$ cat src/rtl/tmds_channel_decoder.sv
// TMDS receive channel: word-boundary alignment via bitslip on control-token runs,
// followed by 10b->8b decode into pixel data, data-enable and control bits.
module tmds_channel_decoder #(
    parameter int unsigned CTRL_RUN       = 16,
    parameter int unsigned SEARCH_TIMEOUT = 2048,
    parameter int unsigned SLIP_WAIT      = 4,
    parameter int unsigned LOCK_TIMEOUT   = 4096
) (
    input  logic       pclk,
    input  logic       rst_n,
    input  logic [9:0] sym_in,
    output logic       bitslip,
    output logic       aligned,
    output logic       de,
    output logic       c0,
    output logic       c1,
    output logic [7:0] data_out
);

    localparam int unsigned TMR_MAX0 = (LOCK_TIMEOUT > SEARCH_TIMEOUT) ? LOCK_TIMEOUT : SEARCH_TIMEOUT;
    localparam int unsigned TMR_MAX  = (TMR_MAX0 > SLIP_WAIT) ? TMR_MAX0 : SLIP_WAIT;
    localparam int unsigned TMR_W    = $clog2(TMR_MAX + 1);
    localparam int unsigned RUN_W    = $clog2(CTRL_RUN + 1);

    typedef enum logic [1:0] {
        ST_SEARCH,
        ST_SLIP,
        ST_SLIP_WAIT,
        ST_LOCKED
    } state_t;

    state_t           state;
    logic [TMR_W-1:0] tmr;
    logic [RUN_W-1:0] run_cnt;

    logic             is_ctrl_c;
    logic [1:0]       ctrl_c;
    logic [7:0]       q_c;
    logic [7:0]       dec_c;
    logic [RUN_W-1:0] run_nxt_c;
    logic             qual_c;
    logic             lock_nxt_c;

    // Token detection and data-symbol decode
    always_comb begin
        is_ctrl_c = 1'b1;
        ctrl_c    = 2'b00;
        case (sym_in)
            10'b1101010100: ctrl_c = 2'b00;
            10'b0010101011: ctrl_c = 2'b01;
            10'b0101010100: ctrl_c = 2'b10;
            10'b1010101011: ctrl_c = 2'b11;
            default:        is_ctrl_c = 1'b0;
        endcase
        q_c      = sym_in[9] ? ~sym_in[7:0] : sym_in[7:0];
        dec_c    = 8'h00;
        dec_c[0] = q_c[0];
        for (int i = 1; i < 8; i++) begin
            dec_c[i] = sym_in[8] ? (q_c[i] ^ q_c[i-1]) : ~(q_c[i] ^ q_c[i-1]);
        end
    end

    // Run tracking; lock_nxt_c says whether this sample is decoded as aligned
    always_comb begin
        run_nxt_c = '0;
        if (is_ctrl_c) begin
            run_nxt_c = (run_cnt == RUN_W'(CTRL_RUN)) ? run_cnt : run_cnt + RUN_W'(1);
        end
        qual_c     = is_ctrl_c && (run_cnt == RUN_W'(CTRL_RUN - 1));
        lock_nxt_c = 1'b0;
        case (state)
            ST_SEARCH: lock_nxt_c = qual_c;
            ST_LOCKED: lock_nxt_c = qual_c || (tmr != TMR_W'(LOCK_TIMEOUT - 1));
            default:   lock_nxt_c = 1'b0;
        endcase
    end

    always_ff @(posedge pclk or negedge rst_n) begin
        if (!rst_n) begin
            state    <= ST_SEARCH;
            tmr      <= '0;
            run_cnt  <= '0;
            bitslip  <= 1'b0;
            aligned  <= 1'b0;
            de       <= 1'b0;
            c0       <= 1'b0;
            c1       <= 1'b0;
            data_out <= 8'h00;
        end else begin
            bitslip <= 1'b0;
            case (state)
                ST_SEARCH: begin
                    run_cnt <= run_nxt_c;
                    if (qual_c) begin
                        state <= ST_LOCKED;
                        tmr   <= '0;
                    end else if (tmr == TMR_W'(SEARCH_TIMEOUT - 1)) begin
                        state   <= ST_SLIP;
                        bitslip <= 1'b1;
                        tmr     <= '0;
                    end else begin
                        tmr <= tmr + TMR_W'(1);
                    end
                end
                ST_SLIP: begin
                    run_cnt <= '0;
                    tmr     <= '0;
                    state   <= ST_SLIP_WAIT;
                end
                ST_SLIP_WAIT: begin
                    // Deserializer is settling; symbols are not trusted here
                    run_cnt <= '0;
                    if (tmr == TMR_W'(SLIP_WAIT - 1)) begin
                        state <= ST_SEARCH;
                        tmr   <= '0;
                    end else begin
                        tmr <= tmr + TMR_W'(1);
                    end
                end
                ST_LOCKED: begin
                    run_cnt <= run_nxt_c;
                    if (qual_c) begin
                        tmr <= '0;
                    end else if (tmr == TMR_W'(LOCK_TIMEOUT - 1)) begin
                        state   <= ST_SEARCH;
                        tmr     <= '0;
                        run_cnt <= '0;
                    end else begin
                        tmr <= tmr + TMR_W'(1);
                    end
                end
                default: state <= ST_SEARCH;
            endcase

            aligned <= lock_nxt_c;
            if (lock_nxt_c) begin
                de <= ~is_ctrl_c;
                if (is_ctrl_c) begin
                    c1       <= ctrl_c[1];
                    c0       <= ctrl_c[0];
                    data_out <= 8'h00;
                end else begin
                    data_out <= dec_c;
                end
            end else begin
                de       <= 1'b0;
                data_out <= 8'h00;
            end
        end
    end

endmodule

$ cat config.mk
export PLATFORM = sky130hd
export DESIGN_NAME = tmds_channel_decoder
export DESIGN_NICKNAME = d
export VERILOG_FILES = /design/src/rtl/tmds_channel_decoder.sv
export SDC_FILE = /design/constraint.sdc
export NUM_CORES = 1
export LEC_CHECK = 0
export CAP_MARGIN = 5
export CORE_ASPECT_RATIO = 1.4
export CORE_MARGIN = 8
export CORE_UTILIZATION = 45
export CTS_CLUSTER_SIZE = 30
export DETAILED_ROUTE_END_ITERATION = 10
export PLACE_DENSITY = 0.75
export SLEW_MARGIN = 10
export SYNTH_ARGS = -nofsm -noshare
export SYNTH_HDL_FRONTEND = slang
export SYNTH_SLANG_ARGS = --single-unit
$ cat constraint.sdc
create_clock -name pclk -period 2.7 [get_ports pclk]
set_input_delay 0.54 -clock pclk [delete_from_list [all_inputs] [get_ports pclk]]
set_output_delay 0.54 -clock pclk [all_outputs]
set_load 0.01 [all_outputs]
==> impl_metrics.tcl, run 1 <==
set metrics [dict create \
    status "complete, no violations" \
    yosysTopAreaCellShare_pct 44.1 \
    numClockSinks 33 \
    routed_via_density 5.17 \
    synth.area.top_cells "dfrtp_1, ha_1, xnor2_1" \
    setup_viol 0 \
    synth_ff_type "dfrtp_1" \
    required_ps 2870 \
    maxCapViolations 0 \
    wl_per_cell_um 13.2 \
    core_um2 4100 \
    ys_seq_area_share_pct 44.1 \
    layout.nets 239 \
    slowest_stage "clkdlybuf4s50_1" \
    crit_end "state[0]" \
    synth_area_um2 1870 \
    final_antenna_net_count 0 \
    drv_slew 0 \
    chipHeight_um 92.4 \
    async_reset_ff_share_pct 100 \
    cp-start-kind "primary input" \
    crit_chain "clkdlybuf4s50_1, inv_1, ha_1, nand4b_4, o22ai_2, nand2_1, and3_4, nor3b_2, mux2_1" \
    grt_pass1_vias 1353 \
    n_fill_cell 388 \
    die_area_um2 6520 \
    num_rows 28 \
    pin_count 25 \
    drc 0 \
    cp-end-kind "flop" \
    final_cell_mix "dfrtp_1, nor2_1, clkdlybuf4s50_1" \
    min_period_ps 2330 \
    start_util_pct 45.7 \
    dr_total_vias 1339 \
    grt_pass1_wl_um 5980 \
    grt_overflow 0 \
    antenna_found_initial 0 \
    num_antenna_cells 0 \
    synth_area_leader_cell "dfrtp_1" \
    yosys_warnings 0 \
    clk-insertion-delay-late_ps 290 \
    critPathMaxFanout 4 \
    r2r_setup_slack_ps 470 \
    r2r_end "c1" \
    fin_hold_ws_ps 489 \
    setup.worst_path.start "sym_in[6]" \
    fin_crit_sh_pct 86.2 \
    power_density_nw_per_um2 409 \
    relSlewSlack_pct 47.5 \
    grt_usage_pct 11.4 \
    synthCells 182 \
    clk_path_buf_depth 2 \
    tightest_slew_ps 776 \
    numCtsBuffers 5 \
    synth_nets 208 \
    dpl.hpwl_um 2670 \
    dieWidth_um 70.5 \
    htreeDepth 2 \
    ir_drop_v 0.000356 \
    cts-resized-gates 0 \
    cp_num_buf_inv 2 \
    path_depth 9 \
    cp_top_family "simple AND/OR/NAND/NOR gates" \
    slowest_delay_ps 450 \
    reg2reg_from "run_cnt[0]" \
    avgSynthCellArea_um2 10.3 \
    place_congestion 0.781 \
    final_common_cell "dfrtp_1" \
    finalWirelength_um 3420 \
    drtPass1Iterations 4 \
    postCtsSetupRepairBufs 0 \
    cts_hold_buf 0 \
    r2r.worst_path.cells 9 \
    rsz0062_at_grt "false" \
    synth_edf_count 0 \
    layout-drive-gt1-share_pct 10.7 \
    skew_ps 11.5 \
    leakagePower_nw 1.01 \
    synth_seq_cells 33 \
    crit_type "in2reg" \
    drt_iter0_drc 52 \
    clock.fmax_ghz 0.430 \
    numPortBuffers 24 \
    synthToLayoutAreaGrowth_pct 20.2 \
    cts_root_buf "clkbuf_8" \
    tritoncts "yes" \
    final_util_pct 55.0 \
    ys_types 44 \
    grt_max_degree 34 \
    arrival_ps 2500 \
    hold_viol_final 0 \
    setup-tns-final_ps 0 \
    hold_class "reg2reg" \
    path_clk_slew_ps 70 \
]
[per-layer routing]
metal	wire, um	vias up	global-route usage [%]
li1	-	667	-
met1	1350	635	11.5
met2	1830	27	20.2
met3	129	10	3.10
met4	114	0	7.08
met5	0	-	0
[registers in the layout (all words and copies together), names as in the netlist]
signal and flops:
c1 1, de 1, c0 1, run_cnt 5, data_out 8, tmr 13, bitslip 1, aligned 1
state 2
[cells by family after synthesis]
group | count (synthesis) | synth area share [%]
xor+xnor | 25 | 11.7
flops | 33 | 44.1
simple gates | 73 | 22.1
buf+inv | 18 | 4.21
compound gates | 17 | 7.41
mux | 2 | 1.20
fa+ha+maj | 14 | 9.35
[how the worst min path moves through the flow]
stage / startpoint / depth (start not counted) / slack [ps] / to
after floorplan: rst_n / 0 / 240 / aligned
after global placement: tmr[0] / 1 / 470 / tmr[0]
after detailed placement: tmr[0] / 1 / 480 / tmr[0]
after CTS: tmr[0] / 1 / 490 / tmr[0]
after global routing: c0 / 1 / 530 / c0
final: tmr[0] / 1 / 490 / tmr[0]
[power breakdown]
| group | switching (mW) | leakage, nW | internal [mW] | total [mW] |
|---|---|---|---|---|
| sequential | 0.0000485 | 0.442 | 0.494 | 0.494 |
| clock | 0.180 | 0.0439 | 0.178 | 0.357 |
| combinational | 0.0338 | 0.525 | 0.0354 | 0.0692 |
[area by class of cell]
class,instances,area (um^2),area share [%]
Tap cell,45,56.3,2.50
Sequential cell,33,826,36.6
Clock inverter,3,17.5,0.777
Clock buffer,5,68.8,3.05
Multi-Input combinational cell,131,970,43.0
Inverter,16,60.1,2.67
Timing Repair Buffer,26,255,11.3
[synthesized netlist by cell type, types with 2 or more instances]
cell type,instances
dfrtp_1,33
nor2_1,28
inv_1,16
xnor2_1,16
ha_1,14
nand2_1,10
nand3_1,10
xor2_1,9
and3_1,3
o21ai_0,3
a311o_1,2
mux2_1,2
nor2b_1,2
nor3_1,2
nor4b_1,2
o22ai_2,2
[through the flow]
step / instances / power (mW) / area [um^2] / worst slack (ps)
after floorplan: 182 / 0.538 / 1870 / 644
after global placement: 251 / 0.574 / 2170 / 125
after detailed placement: 251 / 0.574 / 2170 / 60.9
after CTS: 259 / 0.937 / 2250 / 369
after global routing: 259 / 0.969 / 2250 / 239
final: 259 / 0.921 / 2250 / 372
No activity file was read; power rests on OpenSTA's default activity.
==> run 2, diff against run 1 <==
Settings changed: CTS_CLUSTER_DIAMETER set to 80, REMOVE_ABC_BUFFERS set to 1.
==> impl_metrics.tcl, run 2 (synthesized netlist as in run 1, its figures left out) <==
set metrics [dict create \
    chipHeight_um 92.4 \
    numPortBuffers 24 \
    critPathMaxFanout 4 \
    grt_max_degree 34 \
    final_cell_mix "dfrtp_1, nor2_1, clkdlybuf4s50_1" \
    setup-tns-final_ps 0 \
    required_ps 2860 \
    place_ws_ps 59.5 \
    max_flop_register "tmr" \
    final_util_pct 55.1 \
    leakagePower_nw 1.02 \
    grt_pass1_wl_um 6300 \
    cp-start-kind "primary input" \
    crit_type "in2reg" \
    pin_count 25 \
    tightest_slew_ps 799 \
    hold_viol_final 0 \
    dpl.hpwl_um 2800 \
    largest_reg_flops 13 \
    cts_root_buf "clkbuf_8" \
    final-seq-area_um2 826 \
    clock.fmax_ghz 0.428 \
    synthToLayoutAreaGrowth_pct 20.4 \
    place_inst 252 \
    clk_path_buf_depth 2 \
    status "complete, no violations" \
    n_fill_cell 369 \
    power_density_nw_per_um2 407 \
    ir_drop_v 0.000378 \
    num_antenna_cells 0 \
    numCtsBuffers 5 \
    final_common_cell "dfrtp_1" \
    htreeDepth 2 \
    grt_usage_pct 11.9 \
    r2r.worst_path.cells 9 \
    drc 0 \
    cts_hold_buf 0 \
    layout_setup_ws_ps 364 \
    finalWirelength_um 3610 \
    multi_input_area_um2 970 \
    antenna_found_initial 0 \
    top_regs "tmr: 13 flops, data_out: 8 flops, run_cnt: 5 flops" \
    stdcell_area_um2 2260 \
    postCtsSetupRepairBufs 0 \
    wl_per_cell_um 13.9 \
    num_rows 28 \
    grt_overflow 0 \
    fin_crit_sh_pct 86.5 \
    routed_via_density 5.17 \
    min_period_ps 2340 \
    core_um2 4100 \
    drv_slew 0 \
    arrival_ps 2500 \
    skew_ps 8.20 \
    total_power_mw 0.918 \
    drt_iter0_drc 44 \
    fin_hold_ws_ps 497 \
    place_area_um2 2170 \
    dr_total_vias 1344 \
    dieWidth_um 70.5 \
    clk-insertion-delay-late_ps 280 \
    path_clk_slew_ps 70 \
    setup_viol 0 \
    place_congestion 0.774 \
    start_util_pct 45.7 \
    drtPass1Iterations 3 \
    layout.nets 240 \
    hold_class "reg2reg" \
    grt_pass1_vias 1409 \
    relSlewSlack_pct 46.0 \
    cts-resized-gates 0 \
    whs_path_depth 1 \
    final_antenna_net_count 0 \
    numClockSinks 33 \
    die_area_um2 6520 \
    cp-end-kind "flop" \
    layout-drive-gt1-share_pct 10.7 \
    maxCapViolations 0 \
    tritoncts "yes" \
    rsz0062_at_grt "false" \
    fin_cells 260 \
]
-- run 2: final cells by class --
class | count | area share (%)
clock buffers | 6 | 3.22
clock inverters | 2 | 0.443
inverters | 16 | 2.66
multi-input cells | 131 | 43.0
flip-flops and latches | 33 | 36.6
well taps | 45 | 2.49
repair buffers | 27 | 11.6
-- run 2: final timing paths --
| path | slack, ps | from | to |
|---|---|---|---|
| worst min-delay path | 500 | tmr[0] | tmr[0] |
| max in group asynchronous | 1730 | rst_n | data_out[3] |
| worst max register to register | 490 | run_cnt[0] | c1 |
| worst max-delay path | 360 | sym_in[6] | state[0] |
| worst min register to register | 500 | tmr[0] | tmr[0] |
| min in group asynchronous | 650 | rst_n | run_cnt[3] |
-- run 2: worst max-delay path: stages --
cell             delay [ps]
clkdlybuf4s50_1         450
inv_1                    80
ha_1                    190
nand4b_4                130
o22ai_2                 200
nand2_1                 130
and3_4                  200
nor3b_2                 220
mux2_1                  350
-- run 2: per-layer routing --
metal  GRT usage (%)  up-vias  wire (um)
met5               0        -          0
met1            12.7      650       1510
met2            21.4       16       1940
met4            7.41        0        101
met3            1.82        6         65
li1                -      672          -
-- run 2: where the power goes --
part,internal (mW),total [mW],switching [mW]
logic,0.0367,0.0722,0.0355
clock network,0.178,0.351,0.173
registers,0.494,0.494,0.0000406
total,0.709,0.918,0.208
==> run 3, diff against run 2 <==
Settings changed: SKIP_LAST_GASP set to 1.
==> results of run 3 <==
Final layout, timing and power as in run 2 (identical DEF).
==> RTL change 1, RTL diff (settings of run 2) <==
The 4 states of `state_t` get a one-hot encoding in 4 bits.
--- a/src/rtl/tmds_channel_decoder.sv
+++ b/src/rtl/tmds_channel_decoder.sv
@@ -24,7 +24,7 @@
 
-    typedef enum logic [1:0] {
-        ST_SEARCH,
-        ST_SLIP,
-        ST_SLIP_WAIT,
-        ST_LOCKED
+    typedef enum logic [3:0] {
+        ST_SEARCH    = 4'b0001,
+        ST_SLIP      = 4'b0010,
+        ST_SLIP_WAIT = 4'b0100,
+        ST_LOCKED    = 4'b1000
     } state_t;
Formal check against the unedited RTL: same outputs for any inputs over 10 cycles, from zero or initial values and one cycle with rst_n low; not proved beyond that.
==> RTL change 1 against run 2 <==
- total power grew 4.0%
- area after synthesis grew 12%
- first-iteration DRC count grew 120%
- worst setup slack lost 0.069 ns
- routed wire length grew 21%
- critical path type is now reg2reg
- sequential cell count grew 2
- clock power grew 3%
- design area grew 11%
==> RTL change 1: results (changes against run 2) <==
stage,metric,value,unit,change
yosys,sequential share of the synthesized area,42.0,%,-2.1 points
detailed_routing,Met1 Routed Length,1830,um,+22%
clock_tree,Max Root-Sink Buffers,2,,unchanged
clock_tree,Post-CTS Resized,0,,unchanged
placed_design,dpl cells,301,,+19%
detailed_routing,first-iteration detailed-routing DRC count,97,,+120%
clock_tree,H-tree depth,2,,unchanged
clock_tree,later-pin clock latency in the skew report,0.28,ns,about the same
placed_design,post-place setup slack,-0.00583,ns,-0.0653 ns
detailed_routing,met3 WL,167,um,+160%
yosys,Commonest cells post-synth,"dfrtp_1 (34), xnor2_1 (18), nand2_1 (16)",,
detailed_routing,met2 routed wirelength,2280,um,+17%
global_routing,GR Layer Usage met3,3.31,%,+1.5 points
placed_design,HPWL Detailed,3310,um,+18%
global_routing,gr usage total,13.6,%,+1.7 points
layout,Nets,264,,+10%
yosys,"FFs w/ async S/R, synth",100,%,unchanged
critical_path,Critical Path AT,2.55,ns,+0.05 ns
placed_design,PortBufs,24,,unchanged
timing,Worst-Margin Slew,0.914,ns,+0.114 ns
critical_path,crit path launch,run_cnt[0],,
critical_path,CP peak stage delay,0.44,ns,
global_routing,grt met1 use,14.3,%,+1.6 points
critical_path,R2R depth,8,,-1
power,Pleak,0.994,nW,-2.2%
detailed_routing,total number of vias,1687,,+26%
outcome,status,"finished, final reports clean",,
critical_path,CP max stage cell,or3b_2,,
power,Worst VDD drop,0.213,mV,-44%
timing,clk_skew,0.00754,ns,-0.000664 ns
critical_path,CP Max Fanout,5,,+1
global_routing,first-pass GRT wire length,7760,um,+23%
layout,Top Registers,"tmr (13), data_out (8), run_cnt (5)",,
yosys,count of cell types in the netlist,52,,+18%
global_routing,antenna violations before repair,0,,unchanged
yosys,Mapped Cells,213,,+17%
critical_path,"delay-heaviest family, CP",simple AND/OR/NAND/NOR gates,,
detailed_routing,DRT Pass-1 Iters,4,,+1
detailed_routing,Max Used Layer,met4,,
yosys,largest cells by area after synthesis,"dfrtp_1 (41%), xnor2_1 (7.5%), ha_1 (3.6%), a21oi_1 (3.4%), nand2_1 (2.9%)",,
placed_design,Placed Area,2430,um2,+12%
layout,fillers,426,,+15%
detailed_routing,number of vias per cell,5.46,,+5.6%
yosys,Syn. warnings,0,,unchanged
detailed_routing,WL per Instance,14.1,um,+1.9%
global_routing,vias in the first global route,1762,,+25%
power,internal power,741,uW,+4.5%
global_routing,GR Util met2,24.0,%,+2.6 points
layout,layout cells sized above 1,11.7,%,+1.0 points
hold_path,Hold Crit Class,in2async,,
global_routing,largest net degree at the start of global routing,36,,+5.9%
placed_design,gpl congestion,0.805,,+4.0%
==> RTL change 1: cell count changes in the layout (fill, tap and decap cells not counted), sizes merged, moves of 3 or more <==
| cell | run 2 | this run |
|---|---|---|
| a211oi | 0 | 3 |
| a21o | 0 | 3 |
| a21oi | 2 | 14 |
| buf | 3 | 12 |
| ha | 14 | 6 |
| inv | 16 | 8 |
| nand2 | 10 | 16 |
| nor2 | 28 | 15 |
| nor4 | 1 | 5 |
| o211ai | 0 | 6 |
| or2 | 1 | 5 |
| or4b | 0 | 5 |
| xor2 | 9 | 2 |
==> RTL change 1: area by class of cell <==
class	count	area (um2)	area share, %
clock inverters	1	5.00	0.199
inverters	8	30.0	1.20
multi-input cells	161	1130	44.9
well taps	62	77.6	3.09
flip-flops and latches	35	877	34.9
clock buffers	7	76.3	3.04
repair buffers	35	318	12.6
==> RTL change 1: power by group through the flow <==
| stage | clock network, mW | registers, mW | logic [mW] |
|---|---|---|---|
| after floorplan | 0 | 0.534 | 0.0276 |
| after global placement | 0 | 0.534 | 0.0684 |
| after detailed placement | 0 | 0.534 | 0.0702 |
| after CTS | 0.370 | 0.524 | 0.0702 |
| after global routing | 0.393 | 0.524 | 0.0769 |
| final | 0.361 | 0.524 | 0.0685 |
==> RTL change 1: logic make-up after synthesis <==
logic type	after synthesis	synth area share [%]
simple gates	87	25.7
compound gates	47	15.5
flops	35	42.0
xor+xnor	20	8.38
buf+inv	17	4.43
fa+ha+maj	6	3.59
mux	1	0.479
==> RTL change 1: final timing paths <==
path	to	slack (ns)
worst min-delay path	tmr[9]	0.33
max in group asynchronous	run_cnt[0]	1.88
worst max register to register	run_cnt[0]	0.30
min in group pclk	c0	0.51
worst min register to register	c0	0.51
worst max-delay path	run_cnt[0]	0.30
==> RTL change 2, RTL diff (settings of run 2) <==
Made on the original files. `SEARCH_TIMEOUT`: 2048 -> 4096.
--- a/src/rtl/tmds_channel_decoder.sv
+++ b/src/rtl/tmds_channel_decoder.sv
@@ -4,3 +4,3 @@
     parameter int unsigned CTRL_RUN       = 16,
-    parameter int unsigned SEARCH_TIMEOUT = 2048,
+    parameter int unsigned SEARCH_TIMEOUT = 4096,
     parameter int unsigned SLIP_WAIT      = 4,
Check against the original RTL: no difference found for any inputs over 10 cycles, from zero or initial values and one cycle with rst_n low; that may be too few to reach the edited logic, so the function may still have changed.
==> RTL change 2 against run 2 <==
- area after synthesis is 3.7% lower
- first-iteration DRC count is 18% lower
- design area hardly changed
- sequential cell count stayed put
- total power is 13% higher
- worst setup slack better by 0.026 ns
- utilization is 3.1 points higher
- highest routed layer unchanged
- routed wire length is 0.80% higher
==> RTL change 2: results (changes against run 2) <==
stage,metric,value,unit,change
outcome,status,"finished, final reports clean",,
power,switching power,210,uW,+0.66%
timing,Worst slew margin,68.9,%,+23 points
power,Worst VDD drop,0.366,mV,-3.1%
timing,clk_skew,0.00426,ns,-0.00394 ns
layout,Nets,235,,-2.1%
layout,layout cells sized above 1,10.2,%,-0.47 points
detailed_routing,met2 routed wirelength,1940,um,about the same
detailed_routing,met3 WL,125,um,+92%
detailed_routing,Met1 Routed Length,1510,um,+0.13%
detailed_routing,number of vias per cell,5.24,,+1.5%
critical_path,CP peak stage delay,0.49,ns,+0.04 ns
global_routing,vias in the first global route,1415,,+0.43%
placed_design,PortBufs,24,,unchanged
global_routing,GR Layer Usage met3,3.59,%,+1.8 points
detailed_routing,DRT Pass-1 Iters,4,,+1
power,Pleak,0.957,nW,-5.9%
detailed_routing,WL per Instance,14.1,um,+1.6%
yosys,largest cells by area after synthesis,"dfrtp_1 (46%), xnor2_1 (8.2%), nor2_1 (6.7%), ha_1 (6.2%), xor2_1 (3.4%)",,
global_routing,first-pass GRT wire length,6320,um,+0.33%
placed_design,gpl congestion,0.834,,+7.7%
yosys,count of cell types in the netlist,39,,-11%
global_routing,GR Util met2,21.4,%,-0.066 points
critical_path,CP Max Fanout,6,,+2
critical_path,crit path to,c0,,
placed_design,HPWL Detailed,2740,um,-2.1%
detailed_routing,first-iteration detailed-routing DRC count,36,,-18%
critical_path,Critical Path AT,2.48,ns,-0.02 ns
global_routing,gr usage total,12.0,%,+0.072 points
-- RTL change 2: per-stage QoR --
step	hold slack, ns	total power, mW	util [%]	std cells	setup slack (ns)
3_5_place_dp	0.474	0.577	55.1	250	0.121
5_1_grt	0.518	1.08	58.1	258	0.289
3_3_place_gp	0.471	0.576	55.1	250	0.181
4_1_cts	0.485	1.06	58.1	258	0.419
6_report	0.484	1.04	58.1	258	0.391
2_1_floorplan	0.244	0.534	-	176	0.702
-- RTL change 2: how the worst min path moves through the flow --
stage          cells past startpoint  endpoint
4_1_cts                            1    tmr[0]
2_1_floorplan                      0   aligned
5_1_grt                            1    tmr[0]
3_5_place_dp                       1    tmr[0]
6_report                           1    tmr[0]
3_3_place_gp                       1    tmr[0]
-- RTL change 2: final cells by class --
class / instances / area (um2)
fillers: 324 / 1630
multi-input cells: 132 / 928
flip-flops and latches: 33 / 826
repair buffers: 31 / 293
clock buffers: 7 / 86.3
well taps: 43 / 53.8
inverters: 11 / 41.3
clock inverters: 1 / 30.0
-- RTL change 2: cell families after synthesis --
kind of cell    count (synthesis)  share of synthesized area [%]
buf+inv                        13                           2.84
mux                             2                           1.25
compound gates                 18                           7.48
simple gates                   79                           24.8
fa+ha+maj                       9                           6.24
flops                          33                           45.7
xor+xnor                       24                           11.6
-- RTL change 2: power groups by stage --
stage / clock network (mW) / logic (mW) / registers (mW)
2_1_floorplan: 0 / 0.0305 / 0.504
3_3_place_gp: 0 / 0.0727 / 0.504
3_5_place_dp: 0 / 0.0730 / 0.504
4_1_cts: 0.489 / 0.0733 / 0.494
5_1_grt: 0.504 / 0.0786 / 0.494
6_report: 0.474 / 0.0722 / 0.495
